===== src/rtl/feed_countdown_timer_pkg.sv =====
// Shared definitions for the feeder countdown slice.
//   state_t      : FSM state encoding (IDLE / RUN / FEED / EMPTY)
//   MAX_MIN_SEC  : largest minutes/seconds value shown on the LCD
//   MAX_HOURS    : largest hours value (two LCD digits)
//   clamp()      : saturates an operator-entered field to its display limit
package feed_countdown_timer_pkg;

    typedef enum logic [1:0] {
        ST_IDLE  = 2'd0,
        ST_RUN   = 2'd1,
        ST_FEED  = 2'd2,
        ST_EMPTY = 2'd3
    } state_t;

    localparam logic [7:0] MAX_MIN_SEC = 8'd59;
    localparam logic [7:0] MAX_HOURS   = 8'd99;

    function automatic logic [7:0] clamp(input logic [7:0] value, input logic [7:0] limit);
        return (value > limit) ? limit : value;
    endfunction

endpackage


===== src/rtl/feed_countdown_timer_hms_down_counter.sv =====
// HH:MM:SS down counter with borrow chain.
//   clk, reset  : clock, asynchronous active-low reset (clears to 00:00:00)
//   load_i      : load h_i/m_i/s_i (takes priority over dec_i)
//   dec_i       : decrement one second; ignored when already 00:00:00
//   h_o/m_o/s_o : current value
//   zero_o      : value is 00:00:00
//   last_o      : value is 00:00:01, i.e. the next decrement reaches zero
module hms_down_counter
    import feed_countdown_timer_pkg::*;
(
    input  logic       clk,
    input  logic       reset,
    input  logic       load_i,
    input  logic [7:0] h_i,
    input  logic [7:0] m_i,
    input  logic [7:0] s_i,
    input  logic       dec_i,
    output logic [7:0] h_o,
    output logic [7:0] m_o,
    output logic [7:0] s_o,
    output logic       zero_o,
    output logic       last_o
);

    logic [7:0] r_h;
    logic [7:0] r_m;
    logic [7:0] r_s;
    logic       w_zero;

    assign w_zero = (r_h == 8'd0) && (r_m == 8'd0) && (r_s == 8'd0);

    always_ff @(posedge clk or negedge reset) begin
        if (!reset) begin
            r_h <= 8'd0;
            r_m <= 8'd0;
            r_s <= 8'd0;
        end else if (load_i) begin
            r_h <= h_i;
            r_m <= m_i;
            r_s <= s_i;
        end else if (dec_i && !w_zero) begin
            // Seconds borrow from minutes, minutes borrow from hours.
            if (r_s != 8'd0) begin
                r_s <= r_s - 8'd1;
            end else begin
                r_s <= MAX_MIN_SEC;
                if (r_m != 8'd0) begin
                    r_m <= r_m - 8'd1;
                end else begin
                    r_m <= MAX_MIN_SEC;
                    r_h <= r_h - 8'd1;
                end
            end
        end
    end

    assign h_o    = r_h;
    assign m_o    = r_m;
    assign s_o    = r_s;
    assign zero_o = w_zero;
    assign last_o = (r_h == 8'd0) && (r_m == 8'd0) && (r_s == 8'd1);

endmodule


===== src/rtl/feed_countdown_timer.sv =====
// Feeding-interval countdown ahead of the LCD1602 controller.
// Holds the interval and remaining portions, counts down in TICK_DIV-cycle
// ticks, requests a dispense when the countdown expires and waits for the
// motor stage's done pulse (with a tick-based timeout that raises fault_o).
//   clk, reset          : clock, asynchronous active-low reset
//   load_i              : latch interval_*_i / portions_i (IDLE, or EMPTY with portions_i != 0)
//   interval_h/m/s_i    : interval, clamped to 99:59:59
//   portions_i          : portions loaded into the hopper
//   start_i / stop_i    : begin-resume / pause the countdown
//   feed_done_i         : 1-cycle pulse, dispense finished
//   time_hours/minutes/seconds, porciones : LCD display values
//   feed_req_o          : dispense request, high throughout FEED
//   ready_o             : LCD enable, high from the first clock after reset
//   empty_o             : hopper empty
//   fault_o             : sticky dispense timeout flag
module feed_countdown_timer
    import feed_countdown_timer_pkg::*;
#(
    parameter int         CLOCK_FREQ   = 50_000_000,
    parameter int         TICK_DIV     = CLOCK_FREQ,
    parameter logic [7:0] FEED_TIMEOUT = 8'd10
) (
    input  logic       clk,
    input  logic       reset,
    input  logic       load_i,
    input  logic [7:0] interval_h_i,
    input  logic [7:0] interval_m_i,
    input  logic [7:0] interval_s_i,
    input  logic [7:0] portions_i,
    input  logic       start_i,
    input  logic       stop_i,
    input  logic       feed_done_i,
    output logic [7:0] time_hours,
    output logic [7:0] time_minutes,
    output logic [7:0] time_seconds,
    output logic [7:0] porciones,
    output logic       feed_req_o,
    output logic       ready_o,
    output logic       empty_o,
    output logic       fault_o
);

    localparam int             TW        = (TICK_DIV > 1) ? $clog2(TICK_DIV) : 1;
    localparam logic [TW-1:0]  TICK_LAST = TW'(TICK_DIV - 1);

    state_t        r_state;
    state_t        w_next;
    logic [TW-1:0] r_tick_cnt;
    logic [7:0]    r_feed_ticks;
    logic [7:0]    r_int_h;
    logic [7:0]    r_int_m;
    logic [7:0]    r_int_s;
    logic [7:0]    r_porciones;
    logic          r_ready;
    logic          r_fault;

    logic          w_tick;
    logic          w_zero;
    logic          w_last;
    logic          w_load_user;
    logic          w_load_int;
    logic          w_dec;
    logic          w_run_entry;
    logic          w_feed_entry;
    logic          w_set_fault;
    logic          w_portion_dec;
    logic [7:0]    w_ld_h;
    logic [7:0]    w_ld_m;
    logic [7:0]    w_ld_s;

    // The divider also runs in FEED so the dispense timeout is measured in ticks.
    assign w_tick = ((r_state == ST_RUN) || (r_state == ST_FEED)) && (r_tick_cnt == TICK_LAST);

    always_ff @(posedge clk or negedge reset) begin
        if (!reset) begin
            r_state <= ST_IDLE;
        end else begin
            r_state <= w_next;
        end
    end

    always_comb begin
        w_next        = r_state;
        w_load_user   = 1'b0;
        w_load_int    = 1'b0;
        w_dec         = 1'b0;
        w_run_entry   = 1'b0;
        w_feed_entry  = 1'b0;
        w_set_fault   = 1'b0;
        w_portion_dec = 1'b0;
        case (r_state)
            ST_IDLE: begin
                w_load_user = load_i;
                if (start_i && !stop_i) begin
                    if (r_porciones == 8'd0) begin
                        w_next = ST_EMPTY;
                    end else if (!w_zero) begin
                        w_next      = ST_RUN;
                        w_run_entry = 1'b1;
                    end
                end
            end
            ST_RUN: begin
                if (stop_i) begin
                    w_next = ST_IDLE;
                end else if (w_tick) begin
                    w_dec = 1'b1;
                    if (w_last) begin
                        w_next       = ST_FEED;
                        w_feed_entry = 1'b1;
                    end
                end
            end
            ST_FEED: begin
                // A done pulse in the same cycle as the timeout still counts as success.
                if (feed_done_i && (r_porciones != 8'd0)) begin
                    w_portion_dec = 1'b1;
                    if (r_porciones == 8'd1) begin
                        w_next = ST_EMPTY;
                    end else begin
                        w_next      = ST_RUN;
                        w_load_int  = 1'b1;
                        w_run_entry = 1'b1;
                    end
                end else if (w_tick && (r_feed_ticks == FEED_TIMEOUT - 8'd1)) begin
                    w_set_fault = 1'b1;
                    w_next      = ST_IDLE;
                end
            end
            ST_EMPTY: begin
                if (load_i && (portions_i != 8'd0)) begin
                    w_load_user = 1'b1;
                    w_next      = ST_IDLE;
                end
            end
            default: w_next = ST_IDLE;
        endcase
    end

    always_ff @(posedge clk or negedge reset) begin
        if (!reset) begin
            r_tick_cnt <= '0;
        end else if (w_run_entry) begin
            r_tick_cnt <= '0;
        end else if ((r_state == ST_RUN) || (r_state == ST_FEED)) begin
            r_tick_cnt <= w_tick ? '0 : r_tick_cnt + 1'b1;
        end else begin
            r_tick_cnt <= '0;
        end
    end

    always_ff @(posedge clk or negedge reset) begin
        if (!reset) begin
            r_feed_ticks <= 8'd0;
        end else if (w_feed_entry) begin
            r_feed_ticks <= 8'd0;
        end else if ((r_state == ST_FEED) && w_tick) begin
            r_feed_ticks <= r_feed_ticks + 8'd1;
        end
    end

    always_ff @(posedge clk or negedge reset) begin
        if (!reset) begin
            r_int_h     <= 8'd0;
            r_int_m     <= 8'd0;
            r_int_s     <= 8'd0;
            r_porciones <= 8'd0;
            r_fault     <= 1'b0;
            r_ready     <= 1'b0;
        end else begin
            r_ready <= 1'b1;
            if (w_load_user) begin
                r_int_h     <= w_ld_h;
                r_int_m     <= w_ld_m;
                r_int_s     <= w_ld_s;
                r_porciones <= portions_i;
                r_fault     <= 1'b0;
            end else begin
                if (w_portion_dec) begin
                    r_porciones <= r_porciones - 8'd1;
                end
                if (w_set_fault) begin
                    r_fault <= 1'b1;
                end
            end
        end
    end

    // Operator loads are clamped; a post-dispense reload reuses the stored interval.
    assign w_ld_h = w_load_user ? clamp(interval_h_i, MAX_HOURS)   : r_int_h;
    assign w_ld_m = w_load_user ? clamp(interval_m_i, MAX_MIN_SEC) : r_int_m;
    assign w_ld_s = w_load_user ? clamp(interval_s_i, MAX_MIN_SEC) : r_int_s;

    hms_down_counter u_hms (
        .clk    (clk),
        .reset  (reset),
        .load_i (w_load_user | w_load_int),
        .h_i    (w_ld_h),
        .m_i    (w_ld_m),
        .s_i    (w_ld_s),
        .dec_i  (w_dec),
        .h_o    (time_hours),
        .m_o    (time_minutes),
        .s_o    (time_seconds),
        .zero_o (w_zero),
        .last_o (w_last)
    );

    assign porciones  = r_porciones;
    assign feed_req_o = (r_state == ST_FEED);
    assign empty_o    = (r_state == ST_EMPTY);
    assign fault_o    = r_fault;
    assign ready_o    = r_ready;

endmodule


===== config.mk =====
export PLATFORM = sky130hd
export DESIGN_NAME = feed_countdown_timer
export DESIGN_NICKNAME = d
export VERILOG_FILES = /design/src/rtl/feed_countdown_timer_pkg.sv /design/src/rtl/feed_countdown_timer_hms_down_counter.sv /design/src/rtl/feed_countdown_timer.sv
export SDC_FILE = /design/constraint.sdc
export NUM_CORES = 1
export LEC_CHECK = 0
export ABC_AREA = 1
export CAP_MARGIN = 20
export CORE_ASPECT_RATIO = 0.75
export CORE_MARGIN = 2
export CORE_UTILIZATION = 51
export CTS_CLUSTER_DIAMETER = 60
export DETAILED_ROUTE_END_ITERATION = 10
export PLACE_DENSITY = 0.8
export SLEW_MARGIN = 5
export SYNTH_ARGS = -nofsm -noshare
export SYNTH_HDL_FRONTEND = slang
export SYNTH_SLANG_ARGS = --single-unit

===== constraint.sdc =====
create_clock -name clk -period 2 [get_ports clk]
set_input_delay 0.2 -clock clk [delete_from_list [all_inputs] [get_ports clk]]
set_output_delay 0.2 -clock clk [all_outputs]
set_load 0.005 [all_outputs]

==> flow_summary.toml, run 1 <==
[outcome]
outcome = "finished, final reports clean"

[routing]
drc = 0
routedWlPerCell_um = 13.8
drt_pre_antenna_iters = 5
vias = 5740
drtIter0Drc = 357
viasPerCell = 5.24
drt-total-wl_um = 15200
ant_nets = 0

[timing]
rsz0062_at_grt = "yes"
final_hold_viol_count = 0
slew_headroom_pct = 64.0
fmax_ghz = 0.515
fin_crit_sh_pct = 97.1
fin_crit_ps = 1940
finClkSkew_ps = 6.37
fin_tns_setup_ps = 0
slew_violations = 0
worst_pin_slew_ps = 536
setup_viol = 0

[clock_network]
cts_tree = "yes"
path_clk_slew_ps = 70
cts_made_buffers = 9
htreeDepth = 3
clkLatencyLatePin_ps = 350
clockRootBuffer = "clkbuf_16"
clock_sinks = 94
clock_path_buffers = 2

[critical_path]
path_class = "flip-flop to output pin"
crit_path_frequent_cell = "buf_4"
cp-start-kind = "flip-flop"
arrival_ps = 1740
cp.required_ps = 1800
critPathCaptureType = "output pin"
max_stage_delay_ps = 500
cp_cell_sequence = "buf_4 > ha_2 > buf_4 > clkdlybuf4s50_1"
path_max_fanout = 3
crit_slowest_cell = "clkdlybuf4s50_1"

[pwr]
power_frac_comb_pct = 57.0
p_per_area_nw_per_um2 = 1350
power_frac_seq_pct = 26.9
clkPwrFrac_pct = 16.1
total_leakage_power_uw = 0.00370
internal-power_uw = 5910
ir_drop_mv = 0.732
power.switching_uw = 4420
swShare_pct = 42.8

[die]
die_w_um = 129
core-area_um2 = 11500
die-area_um2 = 12600
fp-row-count = 34
initial_core_util_pct = 51.9
ios = 74
die_h_um = 97.7

[logic_synthesis]
synth_area_per_cell_um2 = 7.21
synth-async-reset-ratio_pct = 100
ys_ff_latch = 94
synth_cells = 827
ys_seq_area_share_pct = 39.4
syn_nets = 882
synth_edf_count = 0
netlist-cell-type-count = 36
synth_area_um2 = 5970
yosys_most_used_dff = "dfrtp_1"
yosysWarningCount = 0

[place]
portBuffers = 73
dpl-instance-area_um2 = 7090
dp_hpwl_um = 10800
gp_congestion = 0.880

[global_routing]
grt_pass1_wl_um = 24600
grt_use_total_pct = 24.4
grt_max_degree = 95
grt-ovfl-total = 0
grt_pass1_vias = 5150
grt_antenna_before_repair = 0

[worst_hold_path]
hold_class = "input pin to async pin"

[cells_and_area]
final_cell_mix = "nand2_1 (244), nor2_1 (94), inv_1 (94), dfrtp_1 (94), clkdlybuf4s50_1 (72)"
final_area_um2 = 7680
n_fill_cell = 973
fin_nets = 1002
n_antenna_cell = 0
drive_gt1_share_pct = 16.1
final_common_cell = "nand2_1"
synthToLayoutAreaGrowth_pct = 28.7

[flow_run]
maxCapViolCount = 0
==> Yosys cell counts (7+ instances only) <==
master,number,area [um2]
nor3_1,26,130
nand4_1,24,150
nor2_1,102,383
ha_1,17,213
xor2_1,18,158
and2_1,10,62.6
xnor2_1,7,61.3
nand2_1,249,935
nor2_2,17,106
o211ai_1,8,60.1
nand2_2,16,100
dfrtp_1,94,2350
nor2_4,7,78.8
inv_1,100,375
nand3_1,72,360
o21ai_0,15,75.1
==> worst paths after layout <==
| check | startpoint | to | slack, ps | cells after the start |
|---|---|---|---|---|
| setup reg to reg | r_state[1] | r_state[0] | 90 | 15 |
| hold reg to reg | r_int_h[4] | r_int_h[4] | 470 | 2 |
| setup / recovery | r_state[1] | feed_req_o | 60 | 4 |
| min in group clk | portions_i[5] | porciones[5] | 460 | 3 |
| hold / removal | reset | r_feed_ticks[4] | 420 | 3 |
| max in group asynchronous | reset | u_hms.m_o[7] | 1170 | 3 |
==> registers in the layout, indices dropped and copies added, names as in the netlist <==
signal        flops
r_int_h           8
ready_o           1
porciones         8
r_tick_cnt       26
fault_o           1
r_feed_ticks      8
u_hms.m_o         8
u_hms.s_o         8
r_state           2
u_hms.h_o         8
r_int_s           8
r_int_m           8
==> per-layer routing <==
metal | global-route usage (%) | vias up | wire length (um)
met2 | 35.8 | 159 | 6760
met4 | 5.69 | 0 | 162
met1 | 36.5 | 2719 | 7410
li1 | - | 2845 | -
met3 | 5.67 | 17 | 818
met5 | 0 | - | 0
==> cell type report <==
class	instances	area (um2)	area share, %
timing repair inverter	1	8.76	0.114
tap	144	180	2.35
clock inverter	3	17.5	0.228
multi-input combinational	616	3280	42.8
timing repair buffer	120	1150	15.0
sequential	94	2350	30.6
clock buffer	13	270	3.52
inverter	105	412	5.36
==> critical path, delay by kind of cell, from the launching register on <==
| family | cells | cell delay [ps] |
|---|---|---|
| fa+ha+maj | 1 | 210 |
| flops | 1 | 380 |
| buf+inv | 3 | 800 |
==> cells by family after synthesis <==
kind of cell               count (synthesis)  synth area share, %
adders and majority gates                 17                 3.57
and+or+nand+nor                          540                 41.8
buffers and inverters                    117                 8.14
xor gates and xnor gates                  25                 3.67
DFF                                       94                 39.4
AOI/OAI and AO/OA                         33                 3.36
other                                      1               0.0629
==> power by group through the flow <==
stage	combinational (uW)	sequential (uW)	clock [uW]
global placement	5180	2780	0
global route	6550	2840	1770
CTS	5360	2760	1700
finish	5880	2780	1670
detailed placement	5260	2790	0
floorplan	3330	2840	0
==> what timing repair did <==
item                       4_1_cts  5_1_grt
hold buffers                     1        0
setup buffers                    0       10
hold endpoints to repair        94        0
pin swaps                        0       21
setup endpoints to repair       35       49
gates resized for setup          2       46
gates cloned                     0        1
==> stage by stage <==
stage / setup slack [ps] / std cells / utilization (%) / hold WS, ps / total power [uW]
final: 58.5 / 1096 / 66.8 / 418 / 10300
after global routing: -79.9 / 1096 / 66.8 / 484 / 11200
after CTS: 1.87 / 1085 / 64.5 / 462 / 9820
after detailed placement: -50.7 / 1068 / 61.8 / 292 / 8060
after global placement: -3.67 / 1068 / 61.8 / 292 / 7960
after floorplan: 109 / 827 / - / -95.6 / 6170
Power figures use the tool's default switching activity.
==> run 2, diff against run 1 <==
- CORE_UTILIZATION: 51 -> 61
- PLACE_DENSITY: 0.8 -> 0.89
- TNS_END_PERCENT: default -> 30
- clock period: 2 -> 2.34 ns (I/O delays scaled with it)
==> run 2 against run 1 <==
Compared with the run above:
- global-route usage is 4.8 points higher
- critical path type is now flip-flop to flip-flop
- clock skew is 1.7 ps higher
- hold slack worse by 32 ps
- first-iteration DRC count is 57% higher
- critical endpoint is now u_hms.m_o[0]
- sequential cell count stayed put
- highest routed layer unchanged
- largest cell class unchanged
- clock power is 9% lower
- via count is 1.8% lower
- count of clock-buffer cells in the layout is 2 lower
- sequential share of layout area is 1.9 points higher
- combinational power is 28% lower
==> flow_summary.toml, run 2 (same netlist as run 1, synthesis figures left out) <==
[die]
die_h_um = 89.6
die_w_um = 118
die-area_um2 = 10600
ios = 74
core-area_um2 = 9580
initial_core_util_pct = 62.3
fp-row-count = 31

[timing]
hold_slack_ps = 385
fin_crit_sh_pct = 92.6
slew_headroom_pct = 66.1
finClkSkew_ps = 8.09
setup_ws_ps = 172
final_hold_viol_count = 0
setup_viol = 0
worst_pin_slew_ps = 505
fin_crit_ps = 2170
fmax_ghz = 0.461
fin_tns_setup_ps = 0
slew_violations = 0

[worst_hold_path]
hold_class = "input pin to async pin"

[critical_path]
arrival_ps = 2450
cp.required_ps = 2620
max_stage_delay_ps = 430
path_depth = 12
regToRegSetupSlack_ps = 170
crit_slowest_cell = "dfrtp_1"
cp_cell_sequence = "inv_1 > ha_1 > nand2_4 > nor2_4 > nor2_4 > nand3_4 > nand2_4 > inv_4 > nand2_4 > nand2_2 > nand2_1 > nand2_1"
cp-start-kind = "flip-flop"
worst-path-buf-inv = 2
critPathCaptureType = "flip-flop"
r2r_start = "porciones[0]"
crit_path_frequent_cell = "nand2_4"
path_class = "flip-flop to flip-flop"
r2r_cells = 12
cp_top_family = "simple AND/OR/NAND/NOR gates"
path_max_fanout = 18
r2r_end = "u_hms.m_o[0]"

[global_routing]
grt_pass1_vias = 5211
grt_pass1_wl_um = 24700
grt_use_total_pct = 29.1
grt-ovfl-total = 0
grt_max_degree = 38
grt_antenna_before_repair = 0

[pwr]
p_total_uw = 8260
ir_drop_mv = 0.628
total_leakage_power_uw = 0.00347
p_per_area_nw_per_um2 = 1140

[cells_and_area]
final_util_pct = 75.6
fin_nets = 965
synthToLayoutAreaGrowth_pct = 21.3
largest_register = "r_tick_cnt"
drive_gt1_share_pct = 9.95
final_cell_mix = "nand2_1 (249), nor2_1 (102), inv_1 (100)"
largest_reg_flops = 26
final_common_cell = "nand2_1"
n_antenna_cell = 0

[place]
gp_congestion = 0.943
place_ws_ps = 121
dp_hpwl_um = 10900
portBuffers = 73

[routing]
vias = 5637
drtIter0Drc = 561
viasPerCell = 5.38
drc = 0
routedWlPerCell_um = 14.2
drt-total-wl_um = 14900
drt_pre_antenna_iters = 7
ant_nets = 0

[clock_network]
clockRootBuffer = "clkbuf_16"
htreeDepth = 3
clock_path_buffers = 2
clock_sinks = 94
cts_made_buffers = 9
path_clk_slew_ps = 60
cts_tree = "yes"
clkLatencyLatePin_ps = 350

[outcome]
outcome = "finished, final reports clean"

[flow_run]
maxCapViolCount = 0
## run 2: cell count changes in the layout (fill, tap and decap cells not counted), moves of 3 or more
| cell | delta |
|---|---|
| nand2_1 | +5 |
| inv_2 | -4 |
| buf_4 | -32 |
| ha_1 | +3 |
| inv_1 | +6 |
| nor2_1 | +8 |
| nand3_1 | +3 |
| nor2_2 | -7 |
## run 2: stage by stage
step                cells  instance area (um2)
finish               1047                 7240
global route         1047                 7240
global placement     1029                 6880
detailed placement   1029                 6880
CTS                  1046                 7200
floorplan             827                 5970
## run 2: repair_timing
action	in CTS	in global routing
resized for setup	0	5
endpoints found under the setup margin	0	23
hold endpoints to repair	35	0
hold buffers	1	0
buffers inserted	0	1
## run 2: worst max-delay path by stage
stage,start,to
4_1_cts,r_state[0],u_hms.h_o[6]
3_5_place_dp,portions_i[0],u_hms.m_o[7]
2_1_floorplan,r_state[0],u_hms.h_o[3]
6_report,porciones[0],u_hms.m_o[0]
5_1_grt,porciones[0],u_hms.h_o[7]
3_3_place_gp,r_state[0],r_feed_ticks[6]
## run 2: routing by layer
layer	share of wire [%]	track usage (%)	routed length [um]	up-vias
li1	-	-	-	2771
met1	47	41.7	6960	2625
met2	45	46.4	6680	219
met3	6.8	5.24	1010	22
met4	1.6	8.11	242	0
met5	0	0	0	-
## run 2: power breakdown
part           leakage (uW)  internal (uW)  switching (uW)
sequential          0.00118           2060             447
clock              0.000155            887             630
combinational       0.00213           1720            2520
## run 2: layout make-up
class                   count  area (um2)
well taps                 132         165
repair buffers             84         851
inverters                 105         397
flip-flops and latches     94        2350
fillers                   729        2340
multi-input cells         616        3160
clock inverters             5        57.6
clock buffers              11         253
## run 2: worst reg2reg max path, delay by kind of cell (launching register included)
family        cells  cell delay (ps)
simple gates      9             1040
buf+inv           2              370
flops             1              430
fa+ha+maj         1              280
==> run 3, diff against run 2 <==
- CORE_MARGIN: 2 -> default
- CORE_UTILIZATION: 61 -> 30
- GPL_TIMING_DRIVEN: default -> 1
- PLACE_DENSITY: 0.89 -> 0.51
==> run 3 against run 2 <==
Compared with the run above:
- hold slack lost 7.7 ps
- power up 0.35%
- cell count grew 12%
- sequential cell count unchanged
- die area grew 93%
- clock power is 4% lower
- wire length is 3.9% higher
- critical path depth down 9
- sequential share of layout area decreased by 0.77 points
- global-route usage down 13 points
- critical path type is now flip-flop to output pin
- critical endpoint is now feed_req_o
- largest power group unchanged
- highest routed layer unchanged
==> flow_summary.toml, run 3 (same netlist as run 1, synthesis figures left out) <==
[worst_hold_path]
hold_class = "input pin to async pin"

[cells_and_area]
final_area_um2 = 7410
largest_register = "r_tick_cnt"
final_common_cell = "nand2_1"
n_antenna_cell = 0
final_util_pct = 38.1
synthToLayoutAreaGrowth_pct = 24.3
drive_gt1_share_pct = 10.3
final_cell_mix = "nand2_1 (249), nor2_1 (102), inv_1 (100)"
largest_reg_flops = 26
fin_nets = 974

[timing]
fmax_ghz = 0.477
fin_tns_setup_ps = 0
rsz0062_at_grt = "no"
hold_slack_ps = 378
fin_crit_ps = 2100
fin_crit_sh_pct = 89.6
finClkSkew_ps = 9.04
worst_pin_slew_ps = 567
slew_violations = 0
setup_viol = 0
final_hold_viol_count = 0
slew_headroom_pct = 61.9

[routing]
viasPerCell = 4.55
vias = 5350
drt-total-wl_um = 15500
routedWlPerCell_um = 13.1
drc = 0
ant_nets = 0
drt_pre_antenna_iters = 5
drtIter0Drc = 355

[clock_network]
htreeDepth = 3
cts_tree = "yes"
clkLatencyLatePin_ps = 350
clock_sinks = 94
clock_path_buffers = 2
cts_made_buffers = 9
path_clk_slew_ps = 70
clockRootBuffer = "clkbuf_16"

[critical_path]
r2r_cells = 13
r2r_start = "r_state[0]"
path_class = "flip-flop to output pin"
regToRegSetupSlack_ps = 250
crit_slowest_cell = "clkdlybuf4s50_1"
max_stage_delay_ps = 570
arrival_ps = 1860
cp_cell_sequence = "inv_1 > ha_1 > clkdlybuf4s50_1"
r2r_end = "u_hms.m_o[2]"
critPathCaptureType = "output pin"
path_max_fanout = 5
critPathLaunch = "r_state[0]"
cp.required_ps = 2110
cp-start-kind = "flip-flop"

[die]
die-area_um2 = 20500
fp-row-count = 44
ios = 74
die_w_um = 165
initial_core_util_pct = 30.7
core-area_um2 = 19400
die_h_um = 124

[global_routing]
grt_antenna_before_repair = 0
grt_pass1_vias = 5029
grt_max_degree = 44
grt_use_total_pct = 16.5
grt_pass1_wl_um = 26000
grt-ovfl-total = 0

[pwr]
p_total_uw = 8290
p_per_area_nw_per_um2 = 1120
total_leakage_power_uw = 0.00351
ir_drop_mv = 0.505

[place]
dp_hpwl_um = 11800
portBuffers = 73
dpl-instance-area_um2 = 7090
gp_congestion = 0.825

[outcome]
outcome = "finished, final reports clean"

[flow_run]
maxCapViolCount = 0
## run 3: cell types whose count changed in the layout (fill, tap and decap cells not counted), moves of 2 or more
cell / delta
buf_4: +9
clkbuf_1: +3
clkinv_4: -2
clkbuf_8: -2
## run 3: critical path, delay by kind of cell, from the launching register on
kind | cells | cell delay (ps)
fa+ha+maj | 1 | 360
buf+inv | 2 | 730
flops | 1 | 420
## run 3: power by group
| group | leakage, uW | internal (uW) | switching (uW) |
|---|---|---|---|
| combinational | 0.00219 | 1820 | 2520 |
| sequential | 0.00118 | 2060 | 425 |
| clock | 0.000137 | 827 | 638 |
## run 3: worst max path at each step
stage          slack (ps)           end  depth (start not counted)
2_1_floorplan         450  u_hms.h_o[3]                         10
5_1_grt                50  u_hms.m_o[6]                         13
4_1_cts               150  u_hms.m_o[2]                         13
3_5_place_dp          100  u_hms.m_o[2]                         12
6_report              240    feed_req_o                          3
3_3_place_gp          140  u_hms.h_o[2]                         12
## run 3: routing by layer
metal / track usage, % / part of all wire [%] / wire (um) / vias to the layer above
met1: 25.0 / 55 / 8570 / 2435
met2: 23.4 / 39 / 6020 / 110
met4: 4.24 / 0.96 / 149 / 0
met3: 3.43 / 4.7 / 721 / 11
met5: 0 / 0 / 0 / -
li1: - / - / - / 2794
## run 3: final cells by class
cell class | count | area (um2)
clock buffers | 12 | 236
flip-flops and latches | 94 | 2350
well taps | 253 | 317
fillers | 2032 | 12000
inverters | 105 | 397
multi-input cells | 616 | 3150
repair buffers | 93 | 918
clock inverters | 4 | 47.5
## run 3: per-stage QoR
step                cells  setup slack (ps)
finish               1177               243
global route         1177              52.1
CTS                  1175               155
detailed placement   1158               105
global placement     1158               142
floorplan             827               449
## run 3: timing repair
item | CTS | global route
hold buffers | 1 | 0
endpoints found under the hold margin | 33 | 0
setup endpoints to repair | 0 | 16
setup buffers | 0 | 2
gates resized for setup | 0 | 2
==> edit 1, RTL diff (settings of run 1) <==
`CLOCK_FREQ`: 50_000_000 -> 25_000_000.
--- a/src/rtl/feed_countdown_timer.sv
+++ b/src/rtl/feed_countdown_timer.sv
@@ -18,3 +18,3 @@
 #(
-    parameter int         CLOCK_FREQ   = 50_000_000,
+    parameter int         CLOCK_FREQ   = 25_000_000,
     parameter int         TICK_DIV     = CLOCK_FREQ,
Behaviour: no difference found for any inputs over 4 cycles, from zero or initial values and one cycle with reset low; that may be too few to reach the edited logic, so the function may still have changed.
==> edit 1 against run 1 <==
Via count increased by 5.7%. Global-route usage increased by 0.80 points. Synthesized area rose by 2.5%. Non-clock buffer count up 3. Hold slack got worse by 0.059 ns. Sequential share of layout area shrank 0.93 points. Worst setup slack improved by 0.013 ns. Final area up 2.0%. Sequential cell count decreased by 1. Routed wire length rose by 4.6%. Total power rose by 0.57%. Largest power group unchanged.
==> edit 1: results (changes against run 1) <==
Worst R2R End=r_feed_ticks[5]$_DFFE_PN0P_; GRT Overall Usage=0.252 (+0.00798); Largest register FFs=25 (-3.8%); crit-path max cell delay=0.55 ns (+0.05 ns); grt met2 use=0.402 (+0.0442); first-pass GRT wire length=26,000 um (+5.9%); pin count of the biggest net entering global routing=40 (-58%); P_clk=1.82 mW (+9%); met2 routed WL=7210 um (+6.6%); vias per std cell=5.18 (-1.1%); Hold WS=0.359 ns (-0.0591 ns); GP Congestion=0.931 (+5.8%); vias in the first global route=5,676 (+10%); dpl cells=1,151 (+7.8%); layout cells sized above 1=0.133 (-0.0280); synthesized net count=939 (+6.5%); Leakage=3.83 nW (+3.7%); worst slack, placed=0.0310 ns (+0.0817 ns); outcome=complete, no violations; met1 Use GR=0.350 (-0.0150); M3 GR Usage=0.0521 (-0.00460); post-synthesis sequential area ratio=0.381 (-0.0137); DP HPWL=11,700 um (+8.4%); critical-path maximum fanout=4 (+1); Synth Area per Inst=6.92 um2 (-4.1%); DR WL/cell=13.5 um (-2.2%); post-cts sizing count=1 (-1); worst flop-to-flop path startpoint=r_state[0]$_DFFE_PN0P_; top post-synthesis cells by area=dfrtp_1 (38%), nand2_1 (17%), nor2_1 (7.9%); Final nets=1,060 (+5.8%); top cells by count, synth=nand2_1 (285), nor2_1 (129), inv_1 (112); Fillers=1,034 (+6.3%); setup ws final=0.0719 ns (+0.0134 ns)
## edit 1: changes by cell type after synthesis, moves of 5 or more
cell,run 1,this run
nand2_2,16,7
inv_1,100,112
o21ai_0,15,10
nor4_1,0,5
nand2_1,249,285
nor2_2,17,10
nor3_2,0,6
nand3_1,72,82
nor3_1,26,12
nand4_1,24,19
nor2_1,102,129
## edit 1: cell families after synthesis
group                      count (synthesis)  synth area share
xor gates and xnor gates                  27            0.0387
and+or+nand+nor                          586             0.430
DFF                                       93             0.381
other                                      1          0.000613
adders and majority gates                 17            0.0348
buffers and inverters                    130            0.0866
AOI/OAI and AO/OA                         30            0.0293
## edit 1: layout make-up
type / instances / share of cell area
inverters: 117 / 0.0570
clock inverters: 3 / 0.00543
flip-flops and latches: 93 / 0.297
repair buffers: 123 / 0.149
well taps: 162 / 0.0259
clock buffers: 13 / 0.0345
multi-input cells: 661 / 0.431
==> edit 2, RTL diff (flow settings as in run 1) <==
Without the edit above. One comparison of `r_feed_ticks` changes from == to >=.
--- a/src/rtl/feed_countdown_timer.sv
+++ b/src/rtl/feed_countdown_timer.sv
@@ -124,3 +124,3 @@
                     end
-                end else if (w_tick && (r_feed_ticks == FEED_TIMEOUT - 8'd1)) begin
+                end else if (w_tick && (r_feed_ticks >= FEED_TIMEOUT - 8'd1)) begin
                     w_set_fault = 1'b1;
Check against the original RTL: same outputs for any inputs over 4 cycles, from zero or initial values and one cycle with reset low; that may be too few to reach the edited logic, so the function may still have changed.
==> edit 2 against run 1 <==
Total power decreased by 3.1%. Sequential cell count is the same. Register-to-register slack better by 0.04 ns. Cell count is 2.6% higher. Clock skew is 0.0014 ns higher. Count of clock-buffer cells in the layout fell by 1. Routed wire length decreased by 1.1%. Final area up 0.31%. Worst setup slack better by 0.068 ns. Synthesized cell count increased by 1.9%. Synthesized area rose by 2.6%. Maximum frequency is 3.6% higher. Largest cell class unchanged.
==> edit 2: results (changes against run 1) <==
Leakage=3.65 nW (-1.2%); Detail Route met3 WL=950 um (+16%); crit-path max cell delay=0.37 ns (-0.13 ns); Pre-antenna DRT Iters=5 (unchanged); max_slew headroom=0.655 (+0.0153); Final Skew=0.00781 ns (+0.00143 ns); first-pass GRT wire length=25,300 um (+2.9%); critical-path maximum fanout=4 (+1); dpl cells=1,106 (+3.6%); pin count of the biggest net entering global routing=95 (unchanged); Largest register FFs=26 (unchanged); synthesized net count=899 (+1.9%); total CTS buffers=9 (unchanged); vias per std cell=5.08 (-3.0%); Via Count=5,709 (-0.54%); top post-synthesis cells by area=dfrtp_1 (38%), nand2_1 (16%), nor2_1 (7.2%); met2 routed WL=6400 um (-5.4%); DRT met1 WL=7450 um (+0.50%); Final nets=1,013 (+1.1%); vias in the first global route=5,311 (+3.1%); most frequent cell after synthesis=nand2_1; DP HPWL=11,100 um (+2.7%); Peak VDD IR=0.602 mV (-18%); Worst EP arrival=2.09 ns (+0.35 ns); wirelength, routed=15,000 um (-1.1%); post-synthesis sequential area ratio=0.384 (-0.0101); worst slack, placed=0.00391 ns (+0.0546 ns); CP max stage cell=dfrtp_1; Synth Area per Inst=7.26 um2 (+0.67%); layout cells sized above 1=0.126 (-0.0349); post-synthesis cell type count=39 (+8.3%); GRT Overall Usage=0.245 (+0.00150); outcome=complete, no violations; Iteration-0 DRC Markers=513 (+44%); top cells by count, synth=nand2_1 (257), nor2_1 (117), dfrtp_1 (94); GP Congestion=0.881 (+0.16%)
edit 2: critical path, delay by kind of cell, from the launching register on:
kind,cells,cell delay [ns]
simple gates,7,0.83
buf+inv,1,0.14
flops,1,0.37
fa+ha+maj,1,0.21
compound gates,1,0.21
edit 2: kinds of logic after synthesis:
group | Yosys count | synth area share
and+or+nand+nor | 543 | 0.404
xor gates and xnor gates | 41 | 0.0587
other | 1 | 0.000613
buffers and inverters | 112 | 0.0805
AOI/OAI and AO/OA | 34 | 0.0350
adders and majority gates | 18 | 0.0368
DFF | 94 | 0.384
edit 2: path summary, 6_finish.rpt:
kind,slack (ns),end,start,cells after the start
max,0.13,r_state[0]$_DFFE_PN0P_,r_tick_cnt[1]$_DFF_PN0_,10
min,0.43,porciones[3]$_DFFE_PN0P_,reset,3
max reg2reg,0.13,r_state[0]$_DFFE_PN0P_,r_tick_cnt[1]$_DFF_PN0_,10
min reg2reg,0.47,r_int_m[2]$_DFFE_PN0N_,r_int_m[2]$_DFFE_PN0N_,2
max in group asynchronous,1.15,r_tick_cnt[20]$_DFF_PN0_,reset,3
min in group clk,0.46,porciones[4]$_DFFE_PN0P_,portions_i[4],3
edit 2: timing repair:
action | in CTS | in global routing
setup buffers | 0 | 1
endpoints found under the hold margin | 94 | 0
hold buffers | 1 | 0
pin swaps | 0 | 3
endpoints found under the setup margin | 1 | 37
gates resized for setup | 1 | 19
cloned | 0 | 0
edit 2: cell type report:
| type | instances | area, um2 |
|---|---|---|
| fillers | 1006 | 3960 |
| multi-input cells | 637 | 3350 |
| flip-flops and latches | 94 | 2350 |
| repair buffers | 116 | 1110 |
| inverters | 99 | 387 |
| clock buffers | 12 | 246 |
| well taps | 162 | 203 |
| clock inverters | 4 | 55.1 |
edit 2: metrics by stage:
step / setup TNS (ns) / instance area (um2) / hold WS [ns]
3_3_place_gp: 0 / 7300 / 0.291
3_5_place_dp: 0 / 7300 / 0.292
2_1_floorplan: 0 / 6120 / -0.0956
6_report: 0 / 7700 / 0.431
5_1_grt: -0.00501 / 7700 / 0.478
4_1_cts: 0 / 7610 / 0.453
edit 2: metal layers:
layer	GRT usage	up-vias
li1	-	2865
met5	0	-
met2	0.360	176
met3	0.0451	20
met1	0.374	2648
met4	0.0606	0
edit 2: where the power goes:
part / switching, mW / internal, mW
Combinational: 3.11 / 2.42
Clock: 0.739 / 1.01
Sequential: 0.330 / 2.39
Total: 4.18 / 5.83
